File: src/rtl/round_judge.sv
// Two-player round arbiter: decides who answered correctly first (or draw/timeout),
// tracks both players' HP and flags game over to the controller.
module round_judge #(
  parameter int HP_INIT     = 3,
  parameter int HP_W        = 3,
  parameter int DMG         = 1,
  parameter int TIMEOUT_CYC = 500_000_000,
  parameter int CNT_W       = 29
) (
  input  logic            CLK,
  input  logic            RST,
  input  logic [3:0]      STATE,
  input  logic            ANS_L,
  input  logic            OK_L,
  input  logic            ANS_R,
  input  logic            OK_R,
  output logic [1:0]      JUDG,
  output logic            WRONG,
  output logic            TIMEOUT,
  output logic [1:0]      HP_OUT,
  output logic [HP_W-1:0] HP_L,
  output logic [HP_W-1:0] HP_R
);

  localparam logic [3:0]       ST_READY = 4'b0010;
  localparam logic [3:0]       ST_INPUT = 4'b0100;
  localparam logic [HP_W-1:0]  HP_RST   = HP_W'(HP_INIT);
  localparam logic [HP_W-1:0]  DMG_V    = HP_W'(DMG);
  localparam logic [CNT_W-1:0] T_LAST   = CNT_W'(TIMEOUT_CYC - 1);

  typedef enum logic [1:0] {IDLE, ARMED, HOLD} fsm_t;

  fsm_t             fsm;
  logic [CNT_W-1:0] timer;

  logic            is_input, val_l, val_r, win_l, win_r;
  logic [HP_W-1:0] hp_l_hit, hp_r_hit;

  always_comb begin
    is_input = (STATE == ST_INPUT);
    val_l    = ANS_L && is_input && (fsm == ARMED);
    val_r    = ANS_R && is_input && (fsm == ARMED);
    win_l    = val_l && OK_L;
    win_r    = val_r && OK_R;
    // saturating damage toward zero
    hp_l_hit = (HP_L > DMG_V) ? HP_L - DMG_V : '0;
    hp_r_hit = (HP_R > DMG_V) ? HP_R - DMG_V : '0;
  end

  always_ff @(posedge CLK) begin
    if (RST) begin
      fsm     <= IDLE;
      timer   <= '0;
      JUDG    <= 2'b00;
      WRONG   <= 1'b0;
      TIMEOUT <= 1'b0;
      HP_OUT  <= 2'b00;
      HP_L    <= HP_RST;
      HP_R    <= HP_RST;
    end else begin
      WRONG   <= 1'b0;
      TIMEOUT <= 1'b0;
      case (fsm)
        IDLE: begin
          if (is_input) begin
            timer <= '0;
            fsm   <= ARMED;
          end
        end
        ARMED: begin
          if (win_l && win_r) begin
            JUDG <= 2'b11;
            fsm  <= HOLD;
          end else if (win_l) begin
            JUDG <= 2'b01;
            HP_R <= hp_r_hit;
            if (hp_r_hit == '0) HP_OUT <= 2'b01;
            fsm  <= HOLD;
          end else if (win_r) begin
            JUDG <= 2'b10;
            HP_L <= hp_l_hit;
            if (hp_l_hit == '0) HP_OUT <= 2'b10;
            fsm  <= HOLD;
          end else if (timer == T_LAST) begin
            JUDG    <= 2'b11;
            TIMEOUT <= 1'b1;
            fsm     <= HOLD;
          end else begin
            timer <= timer + 1'b1;
            WRONG <= val_l && !OK_L;
          end
        end
        HOLD: begin
          if (STATE == ST_READY) begin
            JUDG <= 2'b00;
            fsm  <= IDLE;
            // game over: start the next game with fresh HP
            if (HP_OUT != 2'b00) begin
              HP_L   <= HP_RST;
              HP_R   <= HP_RST;
              HP_OUT <= 2'b00;
            end
          end
        end
        default: fsm <= IDLE;
      endcase
    end
  end

endmodule

File: config.mk
export PLATFORM = sky130hd
export DESIGN_NAME = round_judge
export DESIGN_NICKNAME = d
export VERILOG_FILES = /design/src/rtl/round_judge.sv
export SDC_FILE = /design/constraint.sdc
export NUM_CORES = 1
export LEC_CHECK = 0
export ABC_AREA = 1
export CAP_MARGIN = 5
export CELL_PAD_IN_SITES_DETAIL_PLACEMENT = 1
export CELL_PAD_IN_SITES_GLOBAL_PLACEMENT = 2
export CORE_UTILIZATION = 30
export DETAILED_ROUTE_END_ITERATION = 7
export PLACE_DENSITY_LB_ADDON = 0.12
export SLEW_MARGIN = 20
export SYNTH_ARGS = -nofsm -noshare
export SYNTH_HDL_FRONTEND = slang
export SYNTH_SLANG_ARGS = --single-unit
File: constraint.sdc
create_clock -name CLK -period 3.55 [get_ports CLK]
set_input_delay 0.71 -clock CLK [delete_from_list [all_inputs] [get_ports CLK]]
set_output_delay 0.71 -clock CLK [all_outputs]
set_load 0.005 [all_outputs]
# After elaboration in Yosys (flattened, before gate mapping)
# Index checks and enable logic that the tools add are counted.
[word_totals] in_bits=10 register_bits=43 wordCells=93
[op_classes] eq_ne=18 bitwise_logic=1 order_cmp=2 mux=38 n_reduce_logical=23 addsub=3
[op_table] op="$mux 29" count=5
[op_table] op="$pmux 29 s2" count=1
[op_table] op="$mux 2" count=17
[op_table] op="$add 29x1->29 const B" count=1
[op_table] op="$eq 29x29->1 const B" count=1
[op_table] op="$mux 3" count=9
[op_table] op="$ne 2x2->1 const B" count=9
[op_table] op="$pmux 3 s2" count=2
[op_table] op="$reduce_and 6->1" count=2
[op_table] op="$logic_and 1x1->1" count=8
[op_table] op="$pmux 2 s2" count=2
[op_table] op="$reduce_and 7->1" count=1
[op_table] op="$gt 3x1->1 const B" count=2
[op_table] op="$logic_not 3->1" count=2
[op_table] op="$ne 3x2->1 const B" count=2
[op_table] op="$pmux 2 s3" count=1
[op_table] op="$reduce_and 3->1" count=2
[op_table] op="$reduce_bool 2->1" count=3
[op_table] op="$reduce_or 6->1" count=1
[op_table] op="$sub 3x1->3 const B" count=2
[op_table] op="$ne 5x3->1 const B" count=1
[op_table] op="$reduce_and 5->1" count=1
[op_table] op="$reduce_or 5->1" count=1
[op_table] op="$eq 4x2->1 const B" count=1
[op_table] op="other kinds (8)" count=8

# Longest topological paths before layout
# Gate-level depths: netlist (run 1).
[logic_depth] word_depth=8 ltp_mapped=13 ltp_nobuf=12

# Worst setup path before layout (run 1)
# OpenSTA, ideal clock, no wires.
[synth_timing] path_kind="input to register" start="input port STATE[3]" end="register timer[17]" path_stages=10 t_arrival_ps=1727 n_path_buf=1 required_time_ps=3422 setup_slack_ps=1696 path_cell_list="inv_1 nand2_1 nor2_2 nand2_1 nand2_1 nor2_4 buf_2 a21oi_1 nor2_1 nor2_1"
[synth_between] elab_chain_cells=7 elab_cells_between_ends=13 cone_classes="5 x eq/ne; 8 x reduce/logical"
[synth_rtl] element="start: declaration" line_no="12" source="input logic [3:0] STATE,"
[synth_rtl] element="$eq 4x3->1 (*)" line_no="40" source="is_input = (STATE == ST_INPUT);"
[synth_rtl] element="$logic_and 1x1->1 (on tied branches) (2 in a row)" line_no="41, 42"
[synth_rtl] element="$logic_and 1x1->1 (on tied branches)" line_no="43, 44"
[synth_rtl] element="$logic_and 1x1->1" line_no="71" source="if (win_l && win_r) begin"
[synth_rtl] element="$ne 2x2->1 (no source line)"
[synth_rtl] element="$reduce_and 6->1 (no source line) (*)"
[synth_rtl] element="end signal: assignment" line_no="89" source="timer <= timer + 1'b1;"
[synth_rtl] element="end: declaration" line_no="34" source="logic [CNT_W-1:0] timer;"
# Every way passes the cells marked *; elsewhere a longest branch is shown, timed or not.
# A chain may end at the register's enable or synchronous reset.

# Worst setup path after layout (run 1)
[layout_timing] start="register fsm[1]" end="register timer[0]"
[layout_between] elab_chain_cells=6 elab_cells_between_ends=15 cone_classes="6 x eq/ne; 1 x mux; 8 x reduce/logical"
[layout_rtl] element="start: declaration" line_no="33" source="fsm_t fsm;"
[layout_rtl] element="start signal: assignment" line_no="52" source="fsm <= IDLE;"
[layout_rtl] element="start signal: assignment" line_no="67" source="fsm <= ARMED;"
[layout_rtl] element="start signal: assignment" line_no="73" source="fsm <= HOLD;"
[layout_rtl] element="$eq 2x1->1" line_no="41, 42, 63"
[layout_rtl] element="$logic_and 1x1->1 (on tied branches)" line_no="41, 42"
[layout_rtl] element="$logic_and 1x1->1 (on tied branches)" line_no="43, 44"
[layout_rtl] element="$logic_and 1x1->1" line_no="71"
[layout_rtl] element="$ne 2x2->1 (no source line)"
[layout_rtl] element="$reduce_and 6->1 (no source line)"
# Parallel ways exist; a longest one is shown, timed or not.

==> results.sh, run 1 <==
export IMPL_status="complete, no violations"
export IMPL_ys_warnings_count=0
export IMPL_finalCritPeriodShare_pct=73.5
export IMPL_die_width_um=103
export IMPL_ys_top_cells_by_count="nand2_1 (148), nor2_1 (122), inv_1 (48), dfxtp_1 (43), nand3_1 (35)"
export IMPL_path_cells="inv_1, ha_1, inv_1, nor2_1, nand2_1, nand2_1, nor2_4, nand2_8, inv_4, o21ai_0, nor2_1"
export IMPL_dieArea_um2=10600
export IMPL_crit_fanout=28
export IMPL_crit_buf_inv=3
export IMPL_yosysMostFrequentCell="nand2_1"
export IMPL_worstPathRequired_ns=3.80
export IMPL_startpoint_type="flip-flop"
export IMPL_synth_seq_area_share_pct=28.3
export IMPL_synth_top_cell_by_area="dfxtp_1"
export IMPL_avgViaCountPerCell=4.74
export IMPL_hold_viol=0
export IMPL_finalCriticalPeriod_ns=2.61
export IMPL_post_cts_buffers=0
export IMPL_drive_gt1_share_pct=4.88
export IMPL_synth_top_area_share_pct=28.3
export IMPL_max_freq_mhz=383
export IMPL_place_congestion=0.815
export IMPL_synth_edff_count=0
export IMPL_ctsResizeCount=0
export IMPL_grt_overflow_total=0
export IMPL_async_flop_share_pct=0
export IMPL_max_cap_violations=0
export IMPL_hold_buffers=0
export IMPL_final_antenna_net_count=0
export IMPL_initial_core_util_pct=31.0
export IMPL_worst_slew_margin_rel_pct=60.9
export IMPL_clkTransAtPathRegs_ns=0.10
export IMPL_rows=36
export IMPL_setup_violations=0
export IMPL_dp_hpwl_mm=7.25
export IMPL_die_h_um=103
export IMPL_cts_root_buf="clkbuf_8"
export IMPL_dp_cells=658
export IMPL_avgRoutedWirePerCell_um=14.3
export IMPL_wl_mm=9.50
export IMPL_initialDrtViolationCount=82
export IMPL_syn_avg_cell_area_um2=5.93
export IMPL_crit_path_top_delay_cell="nor2_4"
export IMPL_crit_family="simple AND/OR/NAND/NOR gates"
export IMPL_grt_pass1_wl_mm=15.8
export IMPL_hold_class="reg -> reg"
export IMPL_nets=551
export IMPL_insertion_delay_ns=0.31
export IMPL_final_cells=666
export IMPL_drcViolationCount=0
export IMPL_finalMaxSlewViolations=0
export IMPL_crit_type="reg -> reg"
export IMPL_worst_pin_slew_ns=0.586
export IMPL_slowest_delay_ns=0.49
export IMPL_tritoncts="yes"
export IMPL_synth_area_leaders="dfxtp_1 (28%), nand2_1 (18%), nor2_1 (15%)"
export IMPL_coreArea_um2=9820
export IMPL_fin_setup_tns_ns=0
export IMPL_antenna_found_initial=0
export IMPL_io_pins=22
export IMPL_leakagePower_uw=0.00127
export IMPL_rsz0062_at_grt="no"
export IMPL_syn2layout_area_growth_pct=13.3
export IMPL_synth_top_flop_cell="dfxtp_1"
export IMPL_syn_area_um2=3050
export IMPL_skew_ns=0.00663
export IMPL_firstDrtPassIters=4
export IMPL_ys_ff_latch=43
export IMPL_synth_nets=533
export IMPL_antennaDiodeCount=0
export IMPL_route_vias_total=3154
export IMPL_critPathCaptureType="flip-flop"
export IMPL_track_usage_pct=19.6
export IMPL_portBuffers=21
export IMPL_cts_made_buffers=5
export IMPL_p_per_area_nw_per_um2=434
export IMPL_clock_path_buffers=2
export IMPL_htree_levels=2
export IMPL_synthCells=514
export IMPL_grt_pass1_vias=3201
export IMPL_cts_sinks=43
export IMPL_yosysUniqueCellTypes=32
export IMPL_grt_max_degree=30
export IMPL_fillers=1357
export IMPL_worst_ep_arrival_time_ns=2.86
export IMPL_vdd_drop_max_uv=226
-- worst min-delay path, cell delays in order, from the launching register on --
cell     delay [ns]
dfxtp_1        0.32
nand2_1        0.06
a21oi_1        0.05
-- final cells by class --
type / instances / area (um^2) / share of cell area (%)
clock buffer: 5 / 68.8 / 1.99
inverter: 52 / 198 / 5.72
timing repair buffer: 23 / 225 / 6.52
clock inverter: 3 / 23.8 / 0.688
multi-input combinational: 407 / 1910 / 55.3
tap: 133 / 166 / 4.82
sequential: 43 / 861 / 24.9
-- through the flow --
step / power [uW] / instance area [um^2] / util, % / hold slack [ns] / setup slack (ns)
2_1_floorplan: 976 / 3050 / - / 0.456 / 1.70
3_3_place_gp: 1150 / 3360 / 34.2 / 0.465 / 0.761
3_5_place_dp: 1160 / 3360 / 34.2 / 0.471 / 0.722
4_1_cts: 1520 / 3450 / 35.2 / 0.493 / 0.892
5_1_grt: 1610 / 3450 / 35.2 / 0.509 / 0.683
6_report: 1500 / 3450 / 35.2 / 0.483 / 0.942
-- routing by layer --
metal	share of wire (%)	routed length [um]	vias up	GRT usage (%)
met5	0	0	-	0
met4	0.99	94	0	5.20
met3	1.5	142	7	2.31
met2	49	4690	28	36.0
met1	48	4570	1472	24.1
li1	-	-	1647	-
-- flip-flops by register name (all words and copies together) (netlist names) --
name,cells
fsm,2
HP_L,3
WRONG,1
TIMEOUT,1
JUDG,2
HP_R,3
HP_OUT,2
timer,29
-- power by group --
part           switching (uW)  internal [uW]  total (uW)  leakage, uW
Sequential               47.3            529         577     0.000348
Combinational             362            205         568     0.000880
Clock                     211            141         353    0.0000408
-- layout by cell type, fill, tap and decap left out, types with 6 or more instances in the layout --
master,instances
a21oi_1,32
clkdlybuf4s50_1,21
dfxtp_1,43
ha_1,9
inv_1,48
nand2_1,148
nand3_1,35
nand4_1,9
nor2_1,122
o21ai_0,11
xnor2_1,6
-- worst paths after layout --
kind	from	end	slack (ns)	depth (start not counted)
min	JUDG[0]	JUDG[0]	0.48	2
max	fsm[1]	timer[0]	0.94	11
max reg2reg	fsm[1]	timer[0]	0.94	11
min reg2reg	JUDG[0]	JUDG[0]	0.48	2
-- cells by family after synthesis --
group,after synthesis,share of synthesized area (%)
compound gates,55,9.86
xor+xnor,11,3.16
fa+ha+maj,9,3.70
buf+inv,64,9.03
flops,43,28.3
simple gates,332,46.0
Power figures use the tool's default switching activity.
==> run 2, diff against run 1 <==
--- a/config.mk
+++ b/config.mk
@@ -9,7 +9,7 @@
 export CAP_MARGIN = 5
 export CELL_PAD_IN_SITES_DETAIL_PLACEMENT = 1
 export CELL_PAD_IN_SITES_GLOBAL_PLACEMENT = 2
-export CORE_UTILIZATION = 30
+export CORE_UTILIZATION = 28
 export DETAILED_ROUTE_END_ITERATION = 7
 export PLACE_DENSITY_LB_ADDON = 0.12
 export SLEW_MARGIN = 20
==> constraint.sdc (replaced) <==
create_clock -name CLK -period 2.25 [get_ports CLK]
set_input_delay 0.45 -clock CLK [delete_from_list [all_inputs] [get_ports CLK]]
set_output_delay 0.45 -clock CLK [all_outputs]
set_load 0.005 [all_outputs]
==> results.sh, run 2 (synthesis gave the netlist of run 1 again) <==
export IMPL_track_usage_pct=18.7
export IMPL_dp_hpwl_mm=7.84
export IMPL_grt_max_degree=29
export IMPL_final_cell_mix="nand2_1 (148), nor2_1 (122), inv_1 (48), dfxtp_1 (43), nand3_1 (35)"
export IMPL_dieArea_um2=11300
export IMPL_cts_root_buf="clkbuf_8"
export IMPL_ctsResizeCount=0
export IMPL_avgViaCountPerCell=4.69
export IMPL_clock_path_buffers=2
export IMPL_power_uw=2380
export IMPL_critPathCaptureType="flip-flop"
export IMPL_grt_pass1_vias=3202
export IMPL_syn2layout_area_growth_pct=17.2
export IMPL_crit_fanout=28
export IMPL_grt_overflow_total=0
export IMPL_leakagePower_uw=0.00135
export IMPL_worst_pin_slew_ns=0.548
export IMPL_finalMaxSlewViolations=0
export IMPL_antenna_found_initial=0
export IMPL_placed_area_um2=3480
export IMPL_finalCritPeriodShare_pct=85.4
export IMPL_insertion_delay_ns=0.30
export IMPL_drive_gt1_share_pct=7.47
export IMPL_die_h_um=106
export IMPL_final_antenna_net_count=0
export IMPL_place_congestion=0.788
export IMPL_registers_top_by_ff_count="timer"
export IMPL_stdcell_area_um2=3570
export IMPL_worst_slew_margin_rel_pct=63.2
export IMPL_die_width_um=106
export IMPL_worst_ep_arrival_time_ns=2.16
export IMPL_nets=567
export IMPL_fin_setup_tns_ns=0
export IMPL_startpoint_type="flip-flop"
export IMPL_htree_levels=2
export IMPL_initial_core_util_pct=29.2
export IMPL_final_common_cell="nand2_1"
export IMPL_skew_ns=0.00949
export IMPL_p_per_area_nw_per_um2=667
export IMPL_hold_buffers=0
export IMPL_max_cap_violations=0
export IMPL_hold_class="reg -> reg"
export IMPL_io_pins=22
export IMPL_coreArea_um2=10400
export IMPL_crit_type="reg -> reg"
export IMPL_final_cells=685
export IMPL_dp_cells=677
export IMPL_hold_viol=0
export IMPL_cts_made_buffers=5
export IMPL_reg_top3="timer x29, HP_L x3, HP_R x3"
export IMPL_max_freq_mhz=521
export IMPL_initialDrtViolationCount=75
export IMPL_antennaDiodeCount=0
export IMPL_reg2reg_slack_ns=0.33
export IMPL_post_cts_buffers=0
export IMPL_worstPathRequired_ns=2.49
export IMPL_largest_reg_flops=29
export IMPL_finalCriticalPeriod_ns=1.92
export IMPL_rows=37
export IMPL_rsz0062_at_grt="no"
export IMPL_cts_sinks=43
export IMPL_wl_mm=10.0
export IMPL_route_vias_total=3211
export IMPL_grt_pass1_wl_mm=16.3
export IMPL_portBuffers=21
export IMPL_vdd_drop_max_uv=329
export IMPL_clkTransAtPathRegs_ns=0.09
export IMPL_status="complete, no violations"
export IMPL_setup_violations=0
export IMPL_tritoncts="yes"
export IMPL_drcViolationCount=0
export IMPL_avgRoutedWirePerCell_um=14.6
export IMPL_firstDrtPassIters=4
## run 2: cell types whose count changed in the layout (fill, tap and decap cells not counted)
| cell | before | now |
|---|---|---|
| clkinv_2 | 0 | 1 |
| buf_4 | 2 | 18 |
| inv_6 | 1 | 0 |
| clkbuf_1 | 0 | 1 |
| clkinvlp_4 | 2 | 1 |
## run 2: final timing paths
path,from,end,cells after the start
worst max register to register,fsm[1],timer[2],11
worst min-delay path,JUDG[0],JUDG[0],2
worst max-delay path,fsm[1],timer[2],11
worst min register to register,JUDG[0],JUDG[0],2
## run 2: critical path, stage by stage (launching register included)
cell	delay, ns
dfxtp_1	0.37
inv_1	0.09
ha_1	0.23
inv_1	0.09
nor2_1	0.07
nand2_1	0.10
nand2_1	0.09
nor2_4	0.24
nand2_8	0.19
inv_4	0.18
nand2_1	0.09
a21oi_2	0.11
## run 2: layout make-up
class | count | area, um^2
fill | 1401 | 6850
multi-input combinational | 407 | 1910
sequential | 43 | 861
timing repair buffer | 39 | 345
inverter | 52 | 198
tap | 136 | 170
clock buffer | 6 | 72.6
clock inverter | 2 | 12.5
## run 2: power by group
group          total (uW)  switching (uW)  internal, uW
clock network         515             297           218
logic                 964             595           370
registers             903            67.7           835
total                2380             960          1420
## run 2: layer usage
metal  track usage [%]  vias to the layer above  part of all wire [%]
met2              32.9                       38                    48
met5                 0                        -                     0
met4              6.15                        0                   2.2
met3              2.39                       13                   2.5
li1                  -                     1680                     -
met1              23.3                     1480                    48
## run 2: per-stage QoR
stage	hold WS (ns)	util, %	setup WS [ns]
global route	0.507	34.3	0.126
global placement	0.464	33.5	0.0680
finish	0.473	34.3	0.329
CTS	0.478	34.3	0.275
detailed placement	0.462	33.5	0.0208
floorplan	0.456	-	0.522
